$ cat src/rtl/core_outport_uart_tx.sv
// Purpose: buffers bytes from the core output-port strobe and serializes them as 8N1/8N2 UART frames.
// Latency: a write into an empty FIFO while idle drives the start bit two edges after the write edge.
// Backpressure: o_fifo_full tells the core to hold off; a write while full is dropped and flagged in sticky o_overflow.
module core_outport_uart_tx #(
  parameter int CLOCKS_PER_BIT = 868,
  parameter int FIFO_DEPTH     = 16,
  parameter int NSTOP          = 1
) (
  input  logic       i_clk,
  input  logic       i_rst,
  input  logic [7:0] i_outport_data,
  input  logic       i_outport_wr,
  input  logic       i_overflow_clr,
  output logic       o_fifo_full,
  output logic       o_busy,
  output logic       o_overflow,
  output logic       o_uart_tx
);

  localparam int BW = $clog2(CLOCKS_PER_BIT);
  localparam int AW = $clog2(FIFO_DEPTH);
  localparam logic [BW-1:0] BAUD_LAST = BW'(CLOCKS_PER_BIT - 1);
  localparam logic [AW:0]   DEPTH_C   = (AW+1)'(FIFO_DEPTH);
  localparam logic [2:0]    STOP_LAST = 3'(NSTOP - 1);

  typedef enum logic [1:0] {S_IDLE, S_START, S_DATA, S_STOP} state_t;

  state_t        state_q, state_d;
  logic [BW-1:0] baud_q, baud_d;
  logic [2:0]    bit_q, bit_d;
  logic [7:0]    shift_q, shift_d;
  logic          tx_q, tx_d;
  logic          busy_q;
  logic          ovf_q;

  logic [7:0]    mem_q [FIFO_DEPTH];
  logic [AW-1:0] wr_ptr_q, rd_ptr_q;
  logic [AW:0]   count_q;

  logic fifo_full, fifo_empty, wr_en, pop, baud_last;

  // Full is judged on the occupancy registered at the start of the cycle, so a
  // pop in the same cycle never rescues a write that arrives while full.
  assign fifo_full  = (count_q == DEPTH_C);
  assign fifo_empty = (count_q == '0);
  assign wr_en      = i_outport_wr && !fifo_full;
  assign baud_last  = (baud_q == BAUD_LAST);

  // Next-state, shift register and line level for the frame sequencer.
  always_comb begin
    state_d = state_q;
    baud_d  = baud_q + 1'b1;
    bit_d   = bit_q;
    shift_d = shift_q;
    tx_d    = 1'b1;
    pop     = 1'b0;
    case (state_q)
      S_IDLE: begin
        baud_d = '0;
        if (!fifo_empty) begin
          pop     = 1'b1;
          shift_d = mem_q[rd_ptr_q];
          bit_d   = '0;
          state_d = S_START;
        end
      end
      S_START: begin
        tx_d = 1'b0;
        if (baud_last) begin
          baud_d  = '0;
          bit_d   = '0;
          state_d = S_DATA;
        end
      end
      S_DATA: begin
        tx_d = shift_q[0];
        if (baud_last) begin
          baud_d  = '0;
          shift_d = {1'b0, shift_q[7:1]};
          if (bit_q == 3'd7) begin
            bit_d   = '0;
            state_d = S_STOP;
          end else begin
            bit_d = bit_q + 1'b1;
          end
        end
      end
      S_STOP: begin
        tx_d = 1'b1;
        if (baud_last) begin
          baud_d = '0;
          if (bit_q == STOP_LAST) begin
            bit_d = '0;
            // Chain straight into the next start bit when more bytes wait.
            if (!fifo_empty) begin
              pop     = 1'b1;
              shift_d = mem_q[rd_ptr_q];
              state_d = S_START;
            end else begin
              state_d = S_IDLE;
            end
          end else begin
            bit_d = bit_q + 1'b1;
          end
        end
      end
      default: state_d = S_IDLE;
    endcase
  end

  // Sequencer, FIFO bookkeeping and status registers, all cleared by reset.
  always_ff @(posedge i_clk) begin
    if (!i_rst) begin
      state_q  <= S_IDLE;
      baud_q   <= '0;
      bit_q    <= '0;
      shift_q  <= '0;
      tx_q     <= 1'b1;
      busy_q   <= 1'b0;
      ovf_q    <= 1'b0;
      wr_ptr_q <= '0;
      rd_ptr_q <= '0;
      count_q  <= '0;
    end else begin
      state_q <= state_d;
      baud_q  <= baud_d;
      bit_q   <= bit_d;
      shift_q <= shift_d;
      tx_q    <= tx_d;
      busy_q  <= !fifo_empty || (state_q != S_IDLE);
      if (i_outport_wr && fifo_full) ovf_q <= 1'b1;
      else if (i_overflow_clr)       ovf_q <= 1'b0;
      if (wr_en) wr_ptr_q <= wr_ptr_q + 1'b1;
      if (pop)   rd_ptr_q <= rd_ptr_q + 1'b1;
      case ({wr_en, pop})
        2'b10:   count_q <= count_q + 1'b1;
        2'b01:   count_q <= count_q - 1'b1;
        default: count_q <= count_q;
      endcase
    end
  end

  // Byte storage; no reset needed since occupancy guards every read.
  always_ff @(posedge i_clk) begin
    if (i_rst && wr_en) mem_q[wr_ptr_q] <= i_outport_data;
  end

  assign o_fifo_full = fifo_full;
  assign o_busy      = busy_q;
  assign o_overflow  = ovf_q;
  assign o_uart_tx   = tx_q;

endmodule

$ cat config.mk
export PLATFORM = sky130hd
export DESIGN_NAME = core_outport_uart_tx
export DESIGN_NICKNAME = d
export VERILOG_FILES = /design/src/rtl/core_outport_uart_tx.sv
export SDC_FILE = /design/constraint.sdc
export NUM_CORES = 1
export LEC_CHECK = 0
export BUFFER_PORTS_ARGS = -buffer_cell sky130_fd_sc_hd__buf_4
export CAP_MARGIN = 5
export CORE_ASPECT_RATIO = 0.6
export CORE_MARGIN = 5
export CORE_UTILIZATION = 60
export CTS_CLUSTER_SIZE = 40
export DETAILED_ROUTE_END_ITERATION = 10
export PLACE_DENSITY = 0.74
export SYNTH_ARGS = -nofsm -noshare
export SYNTH_HDL_FRONTEND = slang
export SYNTH_SLANG_ARGS = --single-unit
$ cat constraint.sdc
create_clock -name i_clk -period 4.1 [get_ports i_clk]
set_input_delay 0.82 -clock i_clk [delete_from_list [all_inputs] [get_ports i_clk]]
set_output_delay 0.82 -clock i_clk [all_outputs]
set_load 0.1 [all_outputs]
# Word level (Yosys, flattened, before mapping)
# Memories as Yosys holds them, arrays and structs flattened. A register that Yosys moved wholly into a read port is not among the register bits.
# Cells that the tools add are included.
# word_totals
reg_bits	39
mem_bits_rw	128
in_bits	12
out_inout_bits	4
mem_count	1
# classes
addsub	6
n_eq_ne	14
muxes	34
n_reduce_logical	17
# memory_table
memory	depth	width	rd	rd_clocked_by_memory_dff	wr	line_no	rtl
mem_q	16	8	1	1	1	36	logic [7:0] mem_q [FIFO_DEPTH];
# op_table
op	n
two-way mux 8 bit	4
case mux 8 bit (3 select lines)	1
case mux 10 bit (2 select lines)	1
two-way mux 3 bit	6
two-way mux 2 bit	6
!= test 2 bit (second input constant)	6
case mux 3 bit (4 select lines)	1
adder 10 x 1 -> 10 bit (second input constant)	1
equality test 10 bit (second input constant)	1
two-way mux 10 bit	1
case mux 5 bit (2 select lines)	1
adder 4 x 1 -> 4 bit (second input constant)	2
two-way mux 1 bit	8
two-way mux 4 bit	2
case mux 2 bit (4 select lines)	1
AND reduction 4 bit	2
equality test 2 bit (second input constant)	3
AND reduction 6 bit	1
nonzero test 2 bit	3
adder 5 x 1 -> 5 bit (second input constant)	1
equality test 5 bit (second input constant)	1
zero test 5 bit	1
subtractor 5 x 1 -> 5 bit (second input constant)	1
equality test 2 x 1 -> 1 bit (second input constant)	2
other kinds (10)	14

# Logic depth before layout (Yosys ltp)
# Gate-level depths: netlist (run 1).
# depth
ltp_word	7
ltp_mapped	15

# Worst setup path before layout (run 1)
# No wires, ideal clock.
# synth_timing
path_type	flip-flop to flip-flop
startpoint	register state_q[1]
endpoint	register count_q[4]
setup_ps	119
t_arrival_ps	2895
required_time_ps	3981
slack_ps	1086
path_stages_with_launch	16
path_buffers	1
synth_period_minus_slack_ps	3014
path_cell_list	dfxtp_1 > inv_1 > ha_1 > nand4bb_1 > nor4_4 > o21ai_2 > inv_2 > ha_1 > clkbuf_1 > xor2_1 > ha_1 > o31ai_1 > nand2_1 > and3_1 > o211ai_1 > nand2_1
# synth_between
elab_chain_cells	4
# synth_lines
element	line_no	rtl
start, declared	28	state_t state_q, state_d;
start signal, assigned	125	state_q <= state_d;
equality test 2 bit / zero test 2 bit (equally long branches)	57	case (state_q)
case mux 1 bit (2 select lines) (*)	57	
via pop	40	logic fifo_full, fifo_empty, wr_en, pop, baud_last;
equality test 2 x 1 -> 1 bit / equality test 2 bit (equally long branches)	135	case ({wr_en, pop})
case mux 5 bit (2 select lines) / nonzero test 2 bit (equally long branches)	-	
end signal, assigned	136	2'b10: count_q <= count_q + 1'b1;
end signal, assigned	137	2'b01: count_q <= count_q - 1'b1;
end signal, assigned	138	default: count_q <= count_q;
end, declared	38	logic [AW:0] count_q;
# The timed path passes the listed nets; every way through them passes the cells marked *.
# A chain may end at the register's enable or synchronous reset.

# Final worst setup path (run 1)
# Same ends and word-level chain as after synthesis.

==> summary.txt, run 1 <==
Power
  • P_leak: 2.717 nW
  • Max VDD drop: 412.5 uV
  • Pwr dens: 595.1 nW/um^2

Min path
  • Hold path cells: 1
  • Hold Path Class: reg -> reg

Floorplan
  • I/O pins: 16
  • Initial Util: 0.6107
  • Area of the die: 14580 sq um
  • Rows: 31
  • Core area: 11990 sq um
  • Die height: 95.56 um
  • Die width: 152.6 um

Synth
  • Sequential area share after synthesis: 0.6427
  • Simple-gate share of the synthesized area: 0.1043
  • FFs w/ async S/R, synth: 0
  • Synth Area in Adders: 0.02735
  • Post-synthesis mux area share: 0.1191
  • Post-Synth XOR/XNOR Area: 0.01915
  • Mapped Nets: 527
  • Largest family of logic cells by synthesized area: multiplexers
  • Compound-Gate Fraction of Synth Area: 0.06085
  • Top cell type by total area after synthesis: edfxtp_1
  • Most used flip-flop cell after synthesis: edfxtp_1
  • Synthesized area: 7320 sq um
  • Synth Warn #: 0
  • Post-synth cell types: 62
  • Post-synth top area share: 0.5251
  • Syn_area_per_cell: 14.67 sq um
  • Cells after Synth: 499
  • #FFs+latches synth: 171
  • EDFF count, synth: 128
  • Synth area leaders: edfxtp_1 (53%), dfxtp_1 (12%), mux4_2 (7.7%)

Global routing
  • Gr ovfl total: 0
  • Vias in the first global route: 4002
  • GRT Total Usage: 0.2085
  • Initial antenna violation count: 0
  • Pin count of the biggest net entering global routing: 40
  • First-pass GRT wire length: 22610 um

Drt
  • Via density: 6.038
  • Via total after detailed routing: 4172
  • DRC viols: 0
  • TritonRoute pass-1 iters: 5
  • WL per Instance: 21.01 um
  • Final wirelength: 14520 um
  • Drt initial violations: 408
  • Remaining antenna violation count after routing: 0

Timing
  • Pins over their slew limit: 0
  • Minimum clock period: 3.341 ns
  • Final hold viol count: 0
  • Final setup violation count: 0
  • Final period util: 0.8150
  • Post-route worst setup slack: 0.7586 ns
  • Least-Margin Pin Slew: 1.091 ns
  • Final Skew: 0.008232 ns
  • Max frequency: 299.3 MHz
  • Setup TNS: 0 ns
  • RSZ-0062 raised after global routing: no
  • Rel. slew slack: 0.2727

Clocking
  • Clock latency at the later pin of the worst-skew pair: 0.42 ns
  • Root buffer cell: clkbuf_16
  • Num CTS Buffers: 17
  • Post-CTS Setup Inserts: 0
  • Clock transition at the registers of the reported paths: 0.07 ns
  • Num Clock Sinks: 171
  • CTS resizes: 0
  • CTS H-tree depth: 4
  • Hold_buf cts: 0
  • CTS tree: built
  • Clock buffer depth: 2

Placed design
  • Cells after DPL: 659
  • GPL Wtd Cong: 0.8819
  • Setup WS pre-CTS: 0.8076 ns
  • PortBufs: 15
  • Placed inst area: 7543 sq um
  • Final HPWL DP: 9457 um

Layout
  • Nets: 541
  • Final instance area: 8117 sq um
  • # fillers: 808
  • # diodes: 0
  • Post-Layout Cell Count: 691
  • Synth-to-Final Area Change: 10.89%
  • Area of the multi-input gates: 2421 sq um
  • Fraction of layout instances using a drive strength above 1: 0.2015
  • Register Area: 4706 sq um

Critical path
  • Crit path DAT: 3.66 ns
  • Worst setup path class: reg -> reg
  • Worst-path maximum fanout: 11
  • WP data required: 4.42 ns
  • R2R depth: 14
  • Worst setup SP type: flip-flop
  • Critical Path Sink Type: flip-flop

Run
  • Max-Cap Viols: 0

Outcome
  • Status: finished clean
[metal layers]
layer / vias up / track usage / wire (um)
li1: 1927 / - / -
met1: 2062 / 0.3123 / 6719
met2: 164 / 0.2963 / 6263
met3: 19 / 0.06032 / 1303
met4: 0 / 0.06597 / 233
met5: - / 0 / 0
[worst paths after layout]
kind,end,startpoint,slack [ns]
worst max-delay path,count_q[4]$_SDFFE_PN0P_,state_q[1]$_SDFFE_PN0P_,0.76
worst min-delay path,baud_q[0]$_SDFF_PP0_,baud_q[0]$_SDFF_PP0_,0.47
worst max register to register,count_q[4]$_SDFFE_PN0P_,state_q[1]$_SDFFE_PN0P_,0.76
worst min register to register,baud_q[0]$_SDFF_PP0_,baud_q[0]$_SDFF_PP0_,0.47
[Yosys cell counts, types with 3 or more instances]
cell type / n
nand4_1: 4
xor2_1: 11
and2_1: 4
dfxtp_1: 43
buf_2: 4
nor3_1: 14
buf_1: 5
inv_1: 11
a2111oi_1: 6
mux2_2: 15
nor2_1: 57
o221ai_1: 7
nor2b_1: 9
nand2_1: 17
and3_1: 3
mux4_2: 25
xnor2_1: 5
mux2i_1: 14
a21oi_1: 10
ha_1: 16
nand2b_1: 9
o211ai_1: 4
edfxtp_1: 128
nand3_1: 11
inv_2: 3
clkbuf_1: 13
o21ai_0: 11
[kinds of logic (layout without fill, tap and decap cells)]
logic type | after synthesis | count (layout)
and+or+nand+nor | 144 | 144
muxes | 54 | 54
adders and majority gates | 16 | 16
buffers and inverters | 40 | 67
DFF | 171 | 171
xor gates and xnor gates | 16 | 16
AOI/OAI and AO/OA | 58 | 58
[critical path: stages (launching register included)]
cell and delay, ns:
dfxtp_1 0.41, inv_1 0.11, ha_1 0.32, nand4bb_1 0.26, nor4_4 0.36, o21ai_2 0.14, inv_2 0.14, ha_1 0.40
xor2_1 0.12, ha_1 0.24, o31ai_1 0.20, nand2_1 0.10, and3_1 0.19, o211ai_1 0.18, nand2_1 0.07
[flip-flops by register name (all words and copies together), names as in the netlist, named ones only]
name / cells
baud_q: 10
bit_q: 3
count_q: 5
mem_q: 128
o_busy: 1
o_overflow: 1
o_uart_tx: 1
rd_ptr_q: 4
shift_q: 8
state_q: 2
wr_ptr_q: 4
[layout by cell type (no fill, tap or decap), types with 2 or more instances in the layout]
cell         n
a2111oi_0    2
inv_8        6
nor2_1      57
xnor2_1      5
xor2_1      11
mux2i_1     14
nand3_1     11
and2_1       4
mux4_2      25
a21oi_1     10
and3b_1      2
o211ai_1     4
mux2_2      15
edfxtp_1   128
inv_1       11
and3_1       3
clkbuf_16   17
buf_4       21
nand2_1     17
o21ai_0     11
clkinv_4     2
o21ai_1      2
nor2b_1      9
or3_1        2
inv_6        4
o221ai_1     7
ha_1        16
dfxtp_1     42
nor4_4       2
nand4_1      4
nor3_1      14
inv_2        3
nand2b_1     9
a2111oi_1    6
[through the flow]
step / power, mW / hold slack, ns / utilization
after floorplan: 3.045 / 0.4258 / -
after global placement: 3.272 / 0.4382 / 0.6294
after detailed placement: 3.304 / 0.4602 / 0.6294
after CTS: 4.845 / 0.4753 / 0.6772
after global routing: 5.051 / 0.5164 / 0.6772
final: 4.830 / 0.4747 / 0.6772
[report_power, final]
part           switching [mW]  internal (mW)
clock                   0.731          0.812
combinational           0.700          0.490
sequential              0.133           1.96
[final cells by class]
class	count	share of cell area
inverter	14	0.006474
tap	165	0.02544
clock buffer	17	0.05241
timing repair buffer	21	0.01942
sequential	171	0.5798
clock inverter	15	0.01819
multi-input combinational	288	0.2983
No activity file was read; power rests on OpenSTA's default activity.
==> run 2, diff against run 1 <==
- CORE_UTILIZATION: 60 -> 56
- PLACE_DENSITY: 0.74 -> 0.72
- clock period: 4.1 -> 3 ns (I/O delays scaled with it)
==> run 2 against run 1 <==
  * Routed wire length up 2.7%
  * Cell count up 3.8%
  * Critical path depth down 1
  * Global-route usage is 0.52 points lower
  * Die area grew 6.5%
  * Register-to-register slack worse by 0.60 ns
  * Non-clock buffer count up 21
  * Worst setup slack worse by 0.60 ns
==> summary.txt, run 2 (synthesized netlist as in run 1, its figures left out) <==
Clocking
  • CTS tree: built
  • Clock latency at the later pin of the worst-skew pair: 0.42 ns (about the same)
  • Clock transition at the registers of the reported paths: 0.07 ns (about the same)
  • Root buffer cell: clkbuf_16
  • Num Clock Sinks: 171 (unchanged)
  • CTS H-tree depth: 4 (unchanged)
  • Clock buffer depth: 2 (unchanged)
  • Num CTS Buffers: 17 (unchanged)

Timing
  • Final setup violation count: 0 (unchanged)
  • Rel. slew slack: 0.4680 (+0.1953)
  • Least-Margin Pin Slew: 0.7969 ns (-0.2940 ns)
  • Max frequency: 351.3 MHz (+17%)
  • Minimum clock period: 2.846 ns (-0.4952 ns)
  • Final period util: 0.9487 (+0.1338)
  • Min Hold Slack: 0.4624 ns (-0.01233 ns)
  • Final hold viol count: 0 (unchanged)
  • Pins over their slew limit: 0 (unchanged)
  • Setup TNS: 0 ns (unchanged)
  • Final Skew: 0.01278 ns (+0.004545 ns)
  • Post-route worst setup slack: 0.1538 ns (-0.6048 ns)

Layout
  • Most common cell after layout, fill and taps aside: edfxtp_1
  • Max reg flops: 128 (unchanged)
  • Largest Register: mem_q
  • # diodes: 0 (unchanged)
  • Synth-to-Final Area Change: 14.17%
  • Nets: 562 (+3.9%)
  • Most frequent cells in the layout: edfxtp_1 (128), nor2_1 (57), dfxtp_1 (40), buf_4 (40), mux4_2 (25)
  • Post-Layout Cell Count: 717 (+3.8%)
  • Biggest regs: mem_q x128, baud_q x10, shift_q x8
  • Final Core Density: 0.6522 (-0.02497)
  • Fraction of layout instances using a drive strength above 1: 0.2450 (+0.04345)

Critical path
  • CP max stage cell: dfxtp_1
  • Critical Path Sink Type: flip-flop
  • Worst setup path class: reg -> reg
  • CP Buf/Inv Count: 1 (-1)
  • Crit path DAT: 3.16 ns (-0.50 ns)
  • Worst setup SP type: flip-flop
  • Worst-path maximum fanout: 5 (-6)
  • Worst r2r src: baud_q[0]$_SDFF_PP0_
  • Slowest stage delay, CP: 0.37 ns (-0.04 ns)
  • Reg-to-Reg End: count_q[4]$_SDFFE_PN0P_
  • R2R depth: 13 (-1)
  • R2r setup slk: 0.15 ns (-0.60 ns)
  • CP Cell Sequence: ha_1 -> nand4bb_4 -> nor4_4 -> o21ai_2 -> inv_2 -> ha_2 -> xor2_1 -> ha_2 -> o31ai_1 -> nand2_1 -> and3_1 -> o211ai_1 -> nand2_1
  • WP data required: 3.32 ns (-1.10 ns)
  • Cell family with most CP delay: simple AND/OR/NAND/NOR gates

Drt
  • Remaining antenna violation count after routing: 0 (unchanged)
  • DRC viols: 0 (unchanged)
  • Drt initial violations: 420 (+2.9%)
  • WL per Instance: 20.79 um (-1.1%)
  • Final wirelength: 14910 um (+2.7%)
  • TritonRoute pass-1 iters: 5 (unchanged)
  • Via density: 5.990 (-0.78%)
  • Via total after detailed routing: 4295 (+2.9%)

Power
  • Pwr dens: 818.8 nW/um^2 (+38%)
  • Max VDD drop: 445.8 uV (+8.0%)
  • P_leak: 2.841 nW (+4.6%)

Global routing
  • Pin count of the biggest net entering global routing: 40 (unchanged)
  • Gr ovfl total: 0 (unchanged)
  • Initial antenna violation count: 0 (unchanged)
  • GRT Total Usage: 0.2033 (-0.005184)
  • First-pass GRT wire length: 23750 um (+5.0%)
  • Vias in the first global route: 4329 (+8.2%)

Placed design
  • Final HPWL DP: 9785 um (+3.5%)
  • Cells after DPL: 681 (+3.3%)
  • GPL Wtd Cong: 0.8594 (-2.6%)
  • PortBufs: 15 (unchanged)
  • Setup WS pre-CTS: 0.01497 ns (-0.7926 ns)

Floorplan
  • Area of the die: 15530 sq um (+6.5%)
  • Die height: 98.56 um (+3.1%)
  • Core area: 12810 sq um (+6.9%)
  • Rows: 32 (+3.2%)
  • Die width: 157.6 um (+3.3%)
  • Initial Util: 0.5713 (-0.03942)
  • I/O pins: 16 (unchanged)

Min path
  • Worst Hold End: baud_q[0]$_SDFF_PP0_
  • Hold Path Class: reg -> reg
  • Hold path start: baud_q[0]$_SDFF_PP0_
  • Hold path cells: 1 (unchanged)

Run
  • Max-Cap Viols: 0 (unchanged)

Outcome
  • Status: finished clean
[run 2: cell types whose count changed in the layout (fill, tap and decap cells not counted), sizes merged]
| cell | previous run | this run |
|---|---|---|
| buf | 21 | 42 |
| bufinv | 0 | 2 |
| clkbuf | 17 | 18 |
| clkinv | 4 | 5 |
| inv | 24 | 20 |
[run 2: metal layers]
metal,track usage,vias up,wire (um)
li1,-,1970,-
met1,0.3105,2140,6919
met2,0.2916,167,6530
met3,0.05265,18,1268
met4,0.05420,0,187
met5,0,-,0
[run 2: worst max-delay path by stage]
stage	start	to	slack [ns]	depth (start not counted)
after floorplan	state_q[1]$_SDFFE_PN0P_	count_q[4]$_SDFFE_PN0P_	0.11	15
after global placement	state_q[1]$_SDFFE_PN0P_	count_q[4]$_SDFFE_PN0P_	0.13	14
after detailed placement	state_q[1]$_SDFFE_PN0P_	count_q[4]$_SDFFE_PN0P_	0.01	14
after CTS	state_q[1]$_SDFFE_PN0P_	count_q[4]$_SDFFE_PN0P_	0.06	14
after global routing	baud_q[0]$_SDFF_PP0_	count_q[4]$_SDFFE_PN0P_	-0.06	13
final	baud_q[0]$_SDFF_PP0_	count_q[4]$_SDFFE_PN0P_	0.15	13
[run 2: stage by stage]
step / instance area [sq um] / power, mW
5_1_grt: 8357 / 7.171
4_1_cts: 8290 / 6.764
3_5_place_dp: 7702 / 4.579
3_3_place_gp: 7702 / 4.524
2_1_floorplan: 7321 / 4.164
6_report: 8357 / 6.843
[run 2: cell type report]
type	count	area [sq um]
clock buffer	18	429.2
timing repair buffer	42	340.3
tap	170	212.7
fill	905	4456
inverter	14	52.55
clock inverter	14	158.9
multi-input combinational	288	2455
sequential	171	4708
[run 2: report_power, final]
| part | leakage, nW | internal, mW | switching (mW) |
|---|---|---|---|
| clock network | 0.288 | 1.25 | 0.941 |
| logic | 1.05 | 0.784 | 1.07 |
| registers | 1.50 | 2.69 | 0.111 |
| total | 2.84 | 4.72 | 2.13 |
[run 2: what timing repair did]
| item | 4_1_cts | 5_1_grt |
|---|---|---|
| endpoints found under the hold margin | 0 | 0 |
| pin swaps | 1 | 2 |
| hold buffers | 0 | 0 |
| resized for setup | 0 | 7 |
| endpoints found under the setup margin | 1 | 3 |
| setup buffers | 0 | 4 |
| cloned | 0 | 0 |
